### config.mk
export PLATFORM = sky130hd
export DESIGN_NAME = song_sequencer
export DESIGN_NICKNAME = d
export VERILOG_FILES = /design/src/rtl/song_sequencer_pkg.sv /design/src/rtl/song_rom.sv /design/src/rtl/song_sequencer.sv
export SDC_FILE = /design/constraint.sdc
export NUM_CORES = 1
export LEC_CHECK = 0
export ABC_AREA = 1
export BUFFER_PORTS_ARGS = -buffer_cell sky130_fd_sc_hd__buf_2
export CELL_PAD_IN_SITES_DETAIL_PLACEMENT = 1
export CELL_PAD_IN_SITES_GLOBAL_PLACEMENT = 1
export CORE_UTILIZATION = 30
export DETAILED_ROUTE_END_ITERATION = 6
export HOLD_SLACK_MARGIN = 0.1
export MAX_ROUTING_LAYER = met4
export PLACE_DENSITY = 0.69
export SYNTH_ARGS = -nofsm -noshare
export SYNTH_HDL_FRONTEND = slang
export SYNTH_SLANG_ARGS = --single-unit
### constraint.sdc
create_clock -name clk -period 3.9 [get_ports clk]
set_input_delay 0 -clock clk [delete_from_list [all_inputs] [get_ports clk]]
set_output_delay 0 -clock clk [all_outputs]
set_load 0.02 [all_outputs]
### src/rtl/song_sequencer_pkg.sv
// Shared types and constants for the song sequencer: FSM encoding, ROM word layout,
// and the song table contents used by song_rom.
package song_sequencer_pkg;

  typedef enum logic [2:0] {
    ST_IDLE   = 3'd0,
    ST_FETCH  = 3'd1,
    ST_LOAD   = 3'd2,
    ST_SETTLE = 3'd3,
    ST_WAIT   = 3'd4,
    ST_END    = 3'd5
  } state_e;

  localparam int          NOTE_W     = 6;
  localparam int          DUR_W      = 6;
  localparam int          WORD_W     = NOTE_W + DUR_W;
  localparam int          NOTE_MSB   = 11;
  localparam int          NOTE_LSB   = 6;
  localparam int          DUR_MSB    = 5;
  localparam int          DUR_LSB    = 0;
  localparam logic [5:0]  REST_NOTE  = 6'd0;
  localparam logic [5:0]  END_MARKER = 6'd0;

  // Song table; any entry not listed is a rest with the end-marker duration.
  function automatic logic [WORD_W-1:0] rom_entry(input int song, input int idx);
    logic [NOTE_W-1:0] note;
    logic [DUR_W-1:0]  dur;
    note = REST_NOTE;
    dur  = END_MARKER;
    case (song)
      0: case (idx)
           0: begin note = 6'd5;  dur = 6'd2; end
           1: begin note = 6'd9;  dur = 6'd1; end
           2: begin note = 6'd12; dur = 6'd3; end
           default: ;
         endcase
      1: begin note = 6'(idx + 1); dur = 6'd1; end
      2: if (idx == 0) begin note = 6'd7; dur = 6'd1; end
      3: case (idx)
           0: begin note = 6'd20; dur = 6'd2; end
           1: begin note = 6'd21; dur = 6'd2; end
           default: ;
         endcase
      default: ;
    endcase
    return {note, dur};
  endfunction

endpackage

### src/rtl/song_rom.sv
// Song ROM with a registered output: data for an address appears one cycle later.
module song_rom
  import song_sequencer_pkg::*;
#(
  parameter int NUM_SONGS      = 4,
  parameter int NOTES_PER_SONG = 32
) (
  input  logic                                                  clk,
  input  logic [$clog2(NUM_SONGS)+$clog2(NOTES_PER_SONG)-1:0]   addr,
  output logic [WORD_W-1:0]                                     data
);

  localparam int IDX_W  = $clog2(NOTES_PER_SONG);
  localparam int ADDR_W = $clog2(NUM_SONGS) + IDX_W;

  always_ff @(posedge clk) begin
    data <= rom_entry(int'(addr[ADDR_W-1:IDX_W]), int'(addr[IDX_W-1:0]));
  end

endmodule

### src/rtl/song_sequencer.sv
// Steps through song ROM entries and hands note/duration pairs to the note player.
// Define SONG_LOOP_EN to make a finished song restart from entry 0 instead of idling.
module song_sequencer
  import song_sequencer_pkg::*;
#(
  parameter int NUM_SONGS      = 4,
  parameter int NOTES_PER_SONG = 32
) (
  input  logic                                clk,
  input  logic                                reset,
  input  logic                                play,
  input  logic                                next_song,
  input  logic                                done_with_note,
  output logic [5:0]                          note_to_load,
  output logic [5:0]                          duration_to_load,
  output logic                                load_new_note,
  output logic                                song_done,
  output logic [$clog2(NUM_SONGS)-1:0]        current_song,
  output logic [$clog2(NOTES_PER_SONG)-1:0]   note_index
);

  localparam int SONG_W = $clog2(NUM_SONGS);
  localparam int IDX_W  = $clog2(NOTES_PER_SONG);
  localparam logic [IDX_W-1:0] LAST_IDX = IDX_W'(NOTES_PER_SONG - 1);

  state_e              state_q, state_d;
  logic [SONG_W-1:0]   song_q, song_d;
  logic [IDX_W-1:0]    idx_q, idx_d;
  logic [NOTE_W-1:0]   note_q, note_d;
  logic [DUR_W-1:0]    dur_q, dur_d;
  logic                load_q, load_d;
  logic                done_q, done_d;
  logic                pend_q, pend_d;
  logic [WORD_W-1:0]   rom_word;
  logic [NOTE_W-1:0]   rom_note;
  logic [DUR_W-1:0]    rom_dur;

  song_rom #(
    .NUM_SONGS      (NUM_SONGS),
    .NOTES_PER_SONG (NOTES_PER_SONG)
  ) u_rom (
    .clk  (clk),
    .addr ({song_q, idx_q}),
    .data (rom_word)
  );

  assign rom_note = rom_word[NOTE_MSB:NOTE_LSB];
  assign rom_dur  = rom_word[DUR_MSB:DUR_LSB];

  always_comb begin
    state_d = state_q;
    song_d  = song_q;
    idx_d   = idx_q;
    note_d  = note_q;
    dur_d   = dur_q;
    load_d  = 1'b0;
    done_d  = 1'b0;
    pend_d  = pend_q;
    if (next_song) begin
      song_d  = song_q + 1'b1;
      idx_d   = '0;
      state_d = ST_IDLE;
      note_d  = REST_NOTE;
      dur_d   = END_MARKER;
      // A strobe already on the wire defers the silencing strobe by a cycle.
      if (load_q) begin
        pend_d = 1'b1;
      end else begin
        load_d = 1'b1;
        pend_d = 1'b0;
      end
    end else begin
      case (state_q)
        ST_IDLE: begin
          if (pend_q) begin
            note_d = REST_NOTE;
            dur_d  = END_MARKER;
            load_d = 1'b1;
            pend_d = 1'b0;
          end else if (play) begin
            state_d = ST_FETCH;
          end
        end
        ST_FETCH: state_d = ST_LOAD;
        ST_LOAD: begin
          if (rom_dur != END_MARKER) begin
            note_d  = rom_note;
            dur_d   = rom_dur;
            load_d  = 1'b1;
            state_d = ST_SETTLE;
          end else begin
            state_d = ST_END;
          end
        end
        ST_SETTLE: state_d = ST_WAIT;
        ST_WAIT: begin
          if (play && done_with_note) begin
            if (idx_q == LAST_IDX) begin
              idx_d   = '0;
              state_d = ST_END;
            end else begin
              idx_d   = idx_q + 1'b1;
              state_d = ST_FETCH;
            end
          end
        end
        ST_END: begin
          done_d = 1'b1;
          idx_d  = '0;
`ifdef SONG_LOOP_EN
          state_d = ST_FETCH;
`else
          state_d = ST_IDLE;
`endif
        end
        default: state_d = ST_IDLE;
      endcase
    end
  end

  always_ff @(posedge clk) begin
    if (reset) begin
      state_q <= ST_IDLE;
      song_q  <= '0;
      idx_q   <= '0;
      note_q  <= '0;
      dur_q   <= '0;
      load_q  <= 1'b0;
      done_q  <= 1'b0;
      pend_q  <= 1'b0;
    end else begin
      state_q <= state_d;
      song_q  <= song_d;
      idx_q   <= idx_d;
      note_q  <= note_d;
      dur_q   <= dur_d;
      load_q  <= load_d;
      done_q  <= done_d;
      pend_q  <= pend_d;
    end
  end

  assign note_to_load     = note_q;
  assign duration_to_load = dur_q;
  assign load_new_note    = load_q;
  assign song_done        = done_q;
  assign current_song     = song_q;
  assign note_index       = idx_q;

endmodule

== Yosys cells after proc, flatten, opt, wreduce, memory -nomap -nowiden ==
Cells that the tools add are included.
W data, S select, Z words.

* Add/sub/neg operators: 3
* Equal/unequal tests: 16
* Multiplexer cells: 31
* Reduce and logical (&&, ||, !) cells: 14

{| class="wikitable"
|+ Operator list
! kind !! number
|-
| $pmux W6 S4 || 2
|-
| $pmux W6 S2 || 2
|-
| $pmux W5 S2 || 2
|-
| $mux W3 || 6
|-
| $mux W6 || 3
|-
| $pmux W3 S5 || 1
|-
| $pmux W4 S3 || 1
|-
| $logic_not A5 Y1 || 2
|-
| $mux W5 || 2
|-
| $ne A2 B2 Y1 const B || 5
|-
| $mux W1 || 9
|-
| $add A5 B1 Y6 const B || 1
|-
| $eq A3 B2 Y1 const B || 2
|-
| $eq A3 B3 Y1 const B || 2
|-
| $pmux W2 S3 || 1
|-
| $reduce_and A3 Y1 || 2
|-
| $reduce_bool A2 Y1 || 3
|-
| $reduce_bool A6 Y1 || 1
|-
| $add A5 B1 Y5 const B || 1
|-
| $eq A5 B1 Y1 const B || 1
|-
| $eq A5 B2 Y1 const B || 1
|-
| $eq A5 B5 Y1 const B || 1
|-
| $eq A2 B2 Y1 const B || 2
|-
| $reduce_or A2 Y1 || 2
|-
| other kinds (9) || 9
|}

* Register bits after elaboration: 37
* Output and inout bits: 21
* Logic and storage cells: 73

== Longest topological paths before layout ==
Gate-level depths: netlist of the first run.

* Depth in word-level cells: 4
* Mapped depth: 8
* Mapped depth without buffers: 8

== Hierarchy ==
Synthesis of the first run repeated with hierarchy kept, for this count alone.

* Cell total of the unflattened synthesis: 221
* Area total of the unflattened synthesis: 1632.8 sq um

{| class="wikitable"
|+ Modules (own cells, without submodules)
! module !! times used !! cells each !! area each (sq um) !! sequential area each (sq um)
|-
| song_sequencer || 1 || 147 || 1108.6 || 500.5
|-
| song_rom || 1 || 74 || 524.3 || 160.2
|}

== Least setup slack after synthesis of the first run ==
OpenSTA, ideal clock, no wires.

* Path kind: flip-flop to flip-flop
* Start point: register idx_q[0], in the netlist note_index[0]
* End point: register state_q[2]
* Arrival time: 1.379 ns
* Data required time: 3.836 ns
* Slack: 2.457 ns
* Stages on the path, launching flop included: 9
* Path buffers: 0
* Clock period less this slack: 1.443 ns
* Path through: dfxtp_1 > ha_1 > nand2_1 > nor2_1 > ha_1 > nand3_1 > nand2_1 > a21oi_1 > nor2_1

* Longest elaborated chain between the ends: 4

{| class="wikitable"
|+ Ends and longest elaborated chain
! item !! RTL line !! source
|-
| start: declaration || song_sequencer.sv:28 || <nowiki>logic [IDX_W-1:0] idx_q, idx_d;</nowiki>
|-
| start signal: assignment || song_sequencer.sv:134 || <nowiki>idx_q <= idx_d;</nowiki>
|-
| $eq A5 B5 Y1 || song_sequencer.sv:98 || <nowiki>if (idx_q == LAST_IDX) begin</nowiki>
|-
| $mux W3 || song_sequencer.sv:98 ||
|-
| $mux W3 || song_sequencer.sv:97 || <nowiki>if (play && done_with_note) begin</nowiki>
|-
| $pmux W3 S5 || song_sequencer.sv:73 || <nowiki>case (state_q)</nowiki>
|-
| end signal: assignment || song_sequencer.sv:132 || <nowiki>state_q <= state_d;</nowiki>
|-
| end: declaration || song_sequencer.sv:26 || <nowiki>state_e state_q, state_d;</nowiki>
|}

Every way passes these cells. The select of a mux whose other input is x is not followed.
A chain may end at the register's enable or synchronous reset.

== Worst setup path in the final report of the first run ==
Ends and elaborated chain as after synthesis.

==> results.yml, run 1 <==
run_status:
  status: "completed"
synth:
  ys_warn_count: 0
  postSynthCellCount: 180
  ys_seq_area_share_pct: 41.24
  yosysMostFrequentCell: "nand2_1"
  syn_area_per_cell_um2: 7.820
  ys_types: 29
  async_flop_share_pct: 0
  synth_area_leaders: "dfxtp_1, nand2_1, ha_1"
  yosysTopAreaCellShare_pct: 41.24
  synth_edf_count: 0
  synth_flop_cell: "dfxtp_1"
  synth.largest_area_cell: "dfxtp_1"
  synth_commonest_cells: "nand2_1, dfxtp_1, inv_1, nand3_1, a21oi_1"
  syn_area_mm2: 0.001408
  synth_seq_cells: 29
routing:
  drt_first_pass_iters: 4
  drc: 0
  num_vias: 1206
  drt_iter0_markers: 30
  finalWirelength_mm: 3.216
  vias_per_cell: 4.674
  ant_nets: 0
  routedWlPerCell_um: 12.47
power:
  power_uw: 614.6
  p_per_area_mw_per_mm2: 374.4
  vdd_drop_max_mv: 0.1165
  p_leak_nw: 0.7320
place:
  hpwl_mm: 2.389
  io_buffers: 21
  gp_congestion: 0.8515
  place_area_mm2: 0.001535
  place_ws_ns: 2.441
  dp.cells: 249
clock_network:
  cts_buffers: 5
  htreeDepth: 2
  clk_pin_slew_ns: 0.06
  cts_tree: "done"
  numClockSinks: 29
  clockRootBuffer: "clkbuf_8"
  cts_setup_buffers: 0
  clk_path_buf_depth: 2
  insertion_delay_ns: 0.27
floorplanning:
  die_y_um: 70.50
  placementRows: 24
  start_util_pct: 31.67
  die_area_mm2: 0.004970
  dieWidth_um: 70.50
  boundaryPins: 26
  fp.coreArea_mm2: 0.004444
timing:
  max_freq_mhz: 673.4
  fin_tns_setup_ns: 0
  min_period_ns: 1.485
  slew_headroom_pct: 63.25
  rsz0062_at_grt: "no"
  period_share_pct: 38.07
  hold_viol_final: 0
  maxSlewViolCount: 0
  final.setup.worst_slack_ns: 2.415
  setup_viol: 0
  finalClockSkew_ns: 0.006358
  hold_slack_ns: 0.1341
  worstMarginPinSlew_ns: 0.5479
critical_path:
  crit_required_ns: 4.10
  critPathLaunchType: "flip-flop"
  criticalPathCategory: "reg -> reg"
  path_max_fanout: 8
  end_kind: "flip-flop"
  cp.arrival_ns: 1.68
grt:
  grt_first_pass_wirelength_mm: 5.319
  overflow: 0
  grt_use_total_pct: 14.49
  grt_max_degree: 18
  grt_pass1_vias: 1147
  antenna_found_initial: 0
layout:
  drive_above_1_share_pct: 18.45
  fillerInstances: 578
  instances_no_fill: 258
  fin_util_pct: 36.94
  multiInputGateArea_um2: 701.9
  diodes: 0
  seqCellArea_um2: 580.6
  fin_nets: 220
  design_area_mm2: 0.001642
  syn2layout_area_growth_pct: 16.62
min_path:
  min_path_type: "in -> reg"
flow_run:
  maxCapViolCount: 0
-- flip-flops by register name, summed over array words and instances (netlist names) --
signal	cells
current_song	2
note_index	5
load_new_note	1
song_done	1
note_to_load	6
state_q	3
pend_q	1
u_rom.data	8
duration_to_load	2
-- critical path, stage by stage (launching register included) --
cell	delay, ns
dfxtp_1	0.48
ha_1	0.23
nand2_1	0.06
nor2_1	0.10
ha_1	0.22
nand3_1	0.09
nand2_1	0.08
a21oi_1	0.06
nor2_1	0.09
-- worst paths after layout --
path / start / to / slack (ns) / cells past startpoint
worst max-delay path: note_index[0] / state_q[2] / 2.42 / 8
worst min-delay path: done_with_note / note_index[4] / 0.13 / 5
worst max register to register: note_index[0] / state_q[2] / 2.42 / 8
worst min register to register: u_rom.data[6] / note_to_load[0] / 0.46 / 2
-- final cells by class --
class	instances	share of cell area [%]
clock buffers	7	5.259
inverters	22	5.031
multi-input cells	125	42.76
flip-flops and latches	29	35.37
well taps	52	3.963
repair buffers	23	7.622
-- report_power, final --
group | internal (mW) | switching (mW)
Clock | 0.140 | 0.106
Sequential | 0.306 | 0.00743
Combinational | 0.0182 | 0.0374
-- layer usage --
metal	wire length, µm	track usage (%)
met1	1574	18.00
met4	59	6.122
met5	0	-
met3	86	3.896
met2	1495	22.11
-- cells in the final DEF, fill, tap and decap left out --
cell type	instances
nand3_4	1
inv_1	19
nand3_2	1
a211oi_1	1
nor3_1	3
nand3_1	19
dfxtp_1	29
nand4_1	2
clkinv_1	2
clkbuf_1	1
clkbuf_8	6
o21ai_0	1
nand3b_1	2
nand2_2	1
buf_2	21
nor2b_1	1
ha_1	9
o211ai_1	3
nor2_2	1
a31oi_1	1
a21oi_2	3
dlygate4sd3_1	2
nand2_1	36
nor2_4	3
inv_2	1
o21bai_1	1
xor2_1	1
conb_1	4
nor2_1	14
a21oi_1	17
-- timing repair --
| action | 4_1_cts | 5_1_grt |
|---|---|---|
| hold buffers | 2 | 0 |
| setup endpoints to repair | 0 | 0 |
| gates resized for setup | 0 | 0 |
| endpoints found under the hold margin | 4 | 0 |
-- cell families after synthesis --
group	Yosys count	share of synthesized area, %
AND/OR/NAND/NOR	84	28.80
AO/OA/AOI/OAI	27	11.38
flip-flops	29	41.24
buffers and inverters	29	9.689
other	1	0.2664
adder cells (fa/ha/maj)	9	8.000
XOR/XNOR	1	0.6223
Power figures use the tool's default switching activity.
==> run 2: changes to the inputs <==
--- a/config.mk
+++ b/config.mk
@@ -5,7 +5,7 @@
 export SDC_FILE = /design/constraint.sdc
 export NUM_CORES = 1
 export LEC_CHECK = 0
-export ABC_AREA = 1
+export ABC_AREA = 0
 export BUFFER_PORTS_ARGS = -buffer_cell sky130_fd_sc_hd__buf_2
 export CELL_PAD_IN_SITES_DETAIL_PLACEMENT = 1
 export CELL_PAD_IN_SITES_GLOBAL_PLACEMENT = 1
@@ -13,7 +13,7 @@
 export DETAILED_ROUTE_END_ITERATION = 6
 export HOLD_SLACK_MARGIN = 0.1
 export MAX_ROUTING_LAYER = met4
-export PLACE_DENSITY = 0.69
+export PLACE_DENSITY = 0.7
 export SYNTH_ARGS = -nofsm -noshare
 export SYNTH_HDL_FRONTEND = slang
 export SYNTH_SLANG_ARGS = --single-unit
==> constraint.sdc (replaced) <==
create_clock -name clk -period 1.28 [get_ports clk]
set_input_delay 0 -clock clk [delete_from_list [all_inputs] [get_ports clk]]
set_output_delay 0 -clock clk [all_outputs]
set_load 0.02 [all_outputs]
==> results.yml, run 2 <==
run_status:
  status: "finished with violations"
  violations: "negative setup slack"
synth:
  synth_edf_count: 0
  synth_commonest_cells: "dfxtp_1, nor2_1, ha_1, a22oi_1, nand2_1"
  synth.largest_area_cell: "dfxtp_1"
  synth_xor_area_share_pct: 1.294
  ys_warn_count: 0
  yosysTopAreaCellShare_pct: 42.88
  async_flop_share_pct: 0
  ys_types: 38
  yosysMostFrequentCell: "dfxtp_1"
  synth_seq_cells: 29
  synth_adder_area_share_pct: 8.318
  postSynthCellCount: 151
  synth-compound-area-share_pct: 17.38
  synth_flop_cell: "dfxtp_1"
  synth_mux_area_share_pct: 2.311
  yosys.area_share.simple_pct: 21.07
  syn_area_per_cell_um2: 8.966
  syn_area_mm2: 0.001354
  synth_area_leaders: "dfxtp_1, ha_1, nor2_1"
  ys_seq_area_share_pct: 42.88
  synth_top_family_by_area: "simple AND/OR/NAND/NOR gates"
power:
  power_frac_comb_pct: 13.1
  p_leak_nw: 0.9114
  p_clk_share_pct: 40.6
  vdd_drop_max_mv: 0.5002
  p_per_area_mw_per_mm2: 969.7
  seqPwrFrac_pct: 46.2
  power_mw: 2.067
  p_int_mw: 1.547
  swShare_pct: 25.17
  switchingPower_uw: 520.4
timing:
  finalClockSkew_ns: 0.006203
  max_freq_mhz: 655.3
  hold_viol_final: 0
  final.setup.worst_slack_ns: -0.2461
  period_share_pct: 119.2
  rsz0062_at_grt: "yes"
  maxSlewViolCount: 0
  min_period_ns: 1.526
  setup_viol: 22
clock_network:
  cts_tree: "done"
  numClockSinks: 29
  clk_path_buf_depth: 2
  cts_buffers: 5
  insertion_delay_ns: 0.29
  clk_pin_slew_ns: 0.07
  htreeDepth: 2
  clockRootBuffer: "clkbuf_8"
routing:
  drt_first_pass_iters: 2
  vias_per_cell: 5.053
  finalWirelength_mm: 4.195
  drt_iter0_markers: 36
  ant_nets: 0
  num_vias: 1324
  drc: 0
  routedWlPerCell_um: 16.01
layout:
  fillerInstances: 486
  final_common_cell: "nor2_1"
  top_register: "u_rom.data"
  final_cell_mix: "nor2_1, buf_4, dfxtp_1, buf_2, buf_6"
  design_area_mm2: 0.002132
  fin_util_pct: 48.97
  drive_above_1_share_pct: 52.86
  diodes: 0
  largest_register_ffs: 8
  fin_nets: 223
  syn2layout_area_growth_pct: 57.49
place:
  place_ws_ns: -0.2093
  gp_congestion: 0.8741
  io_buffers: 21
  place_area_mm2: 0.001744
  hpwl_mm: 2.947
critical_path:
  path_max_fanout: 4
  critPathLaunchType: "flip-flop"
  end_kind: "flip-flop"
  reg2reg_depth: 6
  cp.arrival_ns: 1.72
  criticalPathCategory: "reg -> reg"
  crit_required_ns: 1.48
grt:
  grt_pass1_vias: 1407
  grt_max_degree: 15
  antenna_found_initial: 0
  overflow: 0
  grt_use_total_pct: 19.99
  grt_first_pass_wirelength_mm: 7.044
floorplanning:
  die_y_um: 69.18
  fp.coreArea_mm2: 0.004354
  start_util_pct: 31.09
  placementRows: 24
  dieWidth_um: 69.18
  boundaryPins: 26
  die_area_mm2: 0.004785
min_path:
  whs_path_depth: 4
  min_path_type: "in -> reg"
flow_run:
  maxCapViolCount: 0
==> run 2: changes by cell type in the layout (fill, tap and decap cells not counted), moves of 7 or more <==
cell	delta
a21oi_1	-12
nor2_1	+11
inv_1	-16
buf_4	+23
dfxtp_1	-8
buf_6	+10
nand3_1	-18
a22oi_2	+7
nand2_1	-29
==> run 2: layout make-up <==
type                            count  area (µm²)  area share, %
Clock inverter                      1       5.005         0.2347
Timing Repair Buffer               59       450.4          21.13
Tap cell                           52       65.06          3.052
Sequential cell                    29       598.1          28.05
Multi-Input combinational cell    108       887.1          41.61
Clock buffer                        7       96.34          4.519
Inverter                            6       30.03          1.408
==> run 2: power by group through the flow <==
stage	logic (mW)	registers, mW	clock network, mW
floorplan	0.131	0.980	0
global placement	0.210	0.968	0
detailed placement	0.223	0.970	0
CTS	0.258	0.953	0.862
global route	0.297	0.958	0.917
finish	0.271	0.956	0.840
==> run 2: cells by family (layout without fill, tap and decap cells) <==
logic type,Yosys count,in the layout
simple gates,56,56
compound gates,34,34
flops,29,29
buf+inv,17,73
fa+ha+maj,9,9
mux,3,3
xor+xnor,2,2
other cells,1,4
==> run 2: final timing paths <==
kind | from | endpoint | slack (ns)
max | note_index[0] | note_index[2] | -0.25
min | next_song | state_q[1] | 0.09
max reg2reg | note_index[0] | note_index[2] | -0.25
min reg2reg | u_rom.data[10] | note_to_load[4] | 0.50
==> run 2: through the flow <==
stage                     hold WS, ns  cells  setup TNS [ns]
after global placement         0.2428    243          -1.190
after CTS                      0.1103    261          -2.291
after global routing           0.1080    262          -3.238
final                         0.08938    262          -2.007
after detailed placement       0.2505    243          -2.069
after floorplan               0.06270    154         -0.4762
==> run 2: metal layers <==
| metal | part of all wire [%] | vias to the layer above | routed length, µm | global-route usage [%] |
|---|---|---|---|---|
| met5 | 0 | - | 0 | - |
| met4 | 3.0 | 0 | 124 | 10.20 |
| met3 | 2.9 | 11 | 121 | 4.942 |
| met2 | 56 | 26 | 2355 | 35.49 |
| met1 | 38 | 658 | 1594 | 20.25 |
| li1 | - | 629 | - | - |
==> run 2: timing repair <==
| action | CTS | global route |
|---|---|---|
| endpoints found under the hold margin | 4 | 0 |
| pin swaps | 14 | 14 |
| setup buffers | 7 | 2 |
| gates resized for setup | 32 | 22 |
| endpoints found under the setup margin | 22 | 25 |
| hold buffers | 4 | 0 |
==> run 2: worst max-delay path: stages (launching register included) <==
cell      delay [ns]
dfxtp_4         0.35
ha_4            0.15
and3_4          0.18
ha_4            0.16
nor3_4          0.25
nand2b_1        0.08
a311oi_1        0.26
==> run 3: changes to the inputs <==
--- a/config.mk
+++ b/config.mk
@@ -13,7 +13,9 @@
 export DETAILED_ROUTE_END_ITERATION = 6
 export HOLD_SLACK_MARGIN = 0.1
 export MAX_ROUTING_LAYER = met4
-export PLACE_DENSITY = 0.7
+export PLACE_DENSITY = 0.68
+export SETUP_SLACK_MARGIN = 0.2
+export SKIP_LAST_GASP = 1
 export SYNTH_ARGS = -nofsm -noshare
 export SYNTH_HDL_FRONTEND = slang
 export SYNTH_SLANG_ARGS = --single-unit
==> constraint.sdc (replaced) <==
create_clock -name clk -period 1.8 [get_ports clk]
set_input_delay 0 -clock clk [delete_from_list [all_inputs] [get_ports clk]]
set_output_delay 0 -clock clk [all_outputs]
set_load 0.02 [all_outputs]
==> results.yml, run 3 (synthesis results as in run 2) <==
timing:
  hold_viol_final: 0
  maxSlewViolCount: 0
  min_period_ns: 1.728
  finalClockSkew_ns: 0.006493
  max_freq_mhz: 578.7
  period_share_pct: 96.01
  rsz0062_at_grt: "yes"
  setup_viol: 0
  fin_tns_setup_ns: 0
layout:
  largest_register_ffs: 8
  design_area_mm2: 0.001697
  diodes: 0
  final_cell_mix: "nor2_1, dfxtp_1, buf_2"
  fin_nets: 195
  drive_above_1_share_pct: 28.18
  final_common_cell: "nor2_1"
  fillerInstances: 519
  syn2layout_area_growth_pct: 25.32
  top_register: "u_rom.data"
place:
  place_area_mm2: 0.001498
  io_buffers: 21
  hpwl_mm: 2.520
  gp_congestion: 0.7703
critical_path:
  end_kind: "flip-flop"
  path_cells: "ha_4, and3_4, ha_4, nor3_4, nand2b_1, a311oi_1"
  slowest_delay_ns: 0.37
  path_max_fanout: 6
  timing.critical_path.mode_cell: "ha_4"
  crit_buf_inv: 0
  critical_path.top_delay_family: "simple AND/OR/NAND/NOR gates"
  criticalPathCategory: "reg -> reg"
  critPathLaunchType: "flip-flop"
  slowest_stage: "dfxtp_4"
  crit_required_ns: 1.97
  worst-path-stages: 6
  cp.arrival_ns: 1.90
  reg2reg_depth: 6
routing:
  drt_iter0_markers: 47
  routedWlPerCell_um: 15.73
  drt_first_pass_iters: 4
  ant_nets: 0
  num_vias: 1174
  drc: 0
  vias_per_cell: 5.039
  finalWirelength_mm: 3.666
grt:
  grt_first_pass_wirelength_mm: 5.858
  grt_pass1_vias: 1210
  grt_use_total_pct: 16.30
  antenna_found_initial: 0
  overflow: 0
  grt_max_degree: 15
min_path:
  min_path_type: "in -> reg"
  whs_path_depth: 4
power:
  p_leak_nw: 0.7198
  vdd_drop_max_mv: 0.3203
  p_per_area_mw_per_mm2: 793.8
floorplanning:
  dieWidth_um: 69.18
  die_y_um: 69.18
  die_area_mm2: 0.004785
  start_util_pct: 31.09
  fp.coreArea_mm2: 0.004354
  boundaryPins: 26
  placementRows: 24
clock_network:
  htreeDepth: 2
  clockRootBuffer: "clkbuf_8"
  cts_buffers: 5
  clk_pin_slew_ns: 0.06
  insertion_delay_ns: 0.28
  clk_path_buf_depth: 2
  cts_tree: "done"
  numClockSinks: 29
flow_run:
  maxCapViolCount: 0
run_status:
  status: "completed"
==> run 3: cell count changes in the layout (fill, tap and decap cells not counted), moves of 3 or more <==
| cell | before | now |
|---|---|---|
| buf_4 | 23 | 7 |
| buf_6 | 10 | 1 |
| a22oi_1 | 1 | 8 |
| a22oi_2 | 7 | 0 |
| o21ai_0 | 1 | 6 |
| ha_1 | 3 | 7 |
| inv_1 | 3 | 6 |
| nor2_1 | 25 | 28 |
| o21ai_2 | 3 | 0 |
==> run 3: repair_timing <==
| item | CTS | global route |
|---|---|---|
| setup endpoints to repair | 3 | 9 |
| endpoints found under the hold margin | 4 | 0 |
| pin swaps | 2 | 4 |
| setup buffers | 3 | 2 |
| hold buffers | 2 | 0 |
| resized for setup | 4 | 10 |
==> run 3: worst paths after layout <==
kind / from / to / slack, ns
hold reg to reg: duration_to_load[1] / duration_to_load[1] / 0.49
hold / removal: done_with_note / state_q[2] / 0.14
setup reg to reg: note_index[1] / note_index[2] / 0.07
setup / recovery: note_index[1] / note_index[2] / 0.07
==> run 3: power by group <==
part | internal [mW] | total (mW) | switching [mW]
clock network | 0.303 | 0.538 | 0.235
registers | 0.664 | 0.683 | 0.0192
logic | 0.0488 | 0.126 | 0.0769
total | 1.02 | 1.35 | 0.332
==> run 3: layout make-up <==
type | count | area [µm²] | share of cell area (%)
tap | 52 | 65.06 | 3.835
sequential | 29 | 593.1 | 34.96
multi-input combinational | 108 | 740.7 | 43.66
inverter | 6 | 22.52 | 1.327
timing repair buffer | 31 | 188.9 | 11.14
clock buffer | 7 | 86.33 | 5.088
==> run 3: tightest hold or removal path, cell delays in order <==
cell and delay, ns:
buf_2 0.09, nand2_1 0.12, nand2_1 0.11, a21oi_1 0.06
==> run 3: metal layers <==
layer / wire [µm] / vias up / track usage (%)
met4: 62 / 0 / 7.029
met1: 1545 / 580 / 18.41
li1: - / 571 / -
met2: 1955 / 17 / 26.75
met5: 0 / - / -
met3: 102 / 6 / 4.797
==> run 3: stage by stage <==
stage / utilization, % / setup WS (ns) / std cells / hold WS, ns / power (mW)
after floorplan: - / 0.2081 / 154 / 0.07157 / 0.7899
after global placement: 34.40 / 0.2052 / 219 / 0.2388 / 0.8136
after detailed placement: 34.40 / 0.07688 / 219 / 0.2450 / 0.8195
after CTS: 37.73 / 0.2015 / 231 / 0.1248 / 1.365
after global routing: 38.97 / 0.05334 / 233 / 0.1626 / 1.417
final: 38.97 / 0.07187 / 233 / 0.1393 / 1.347
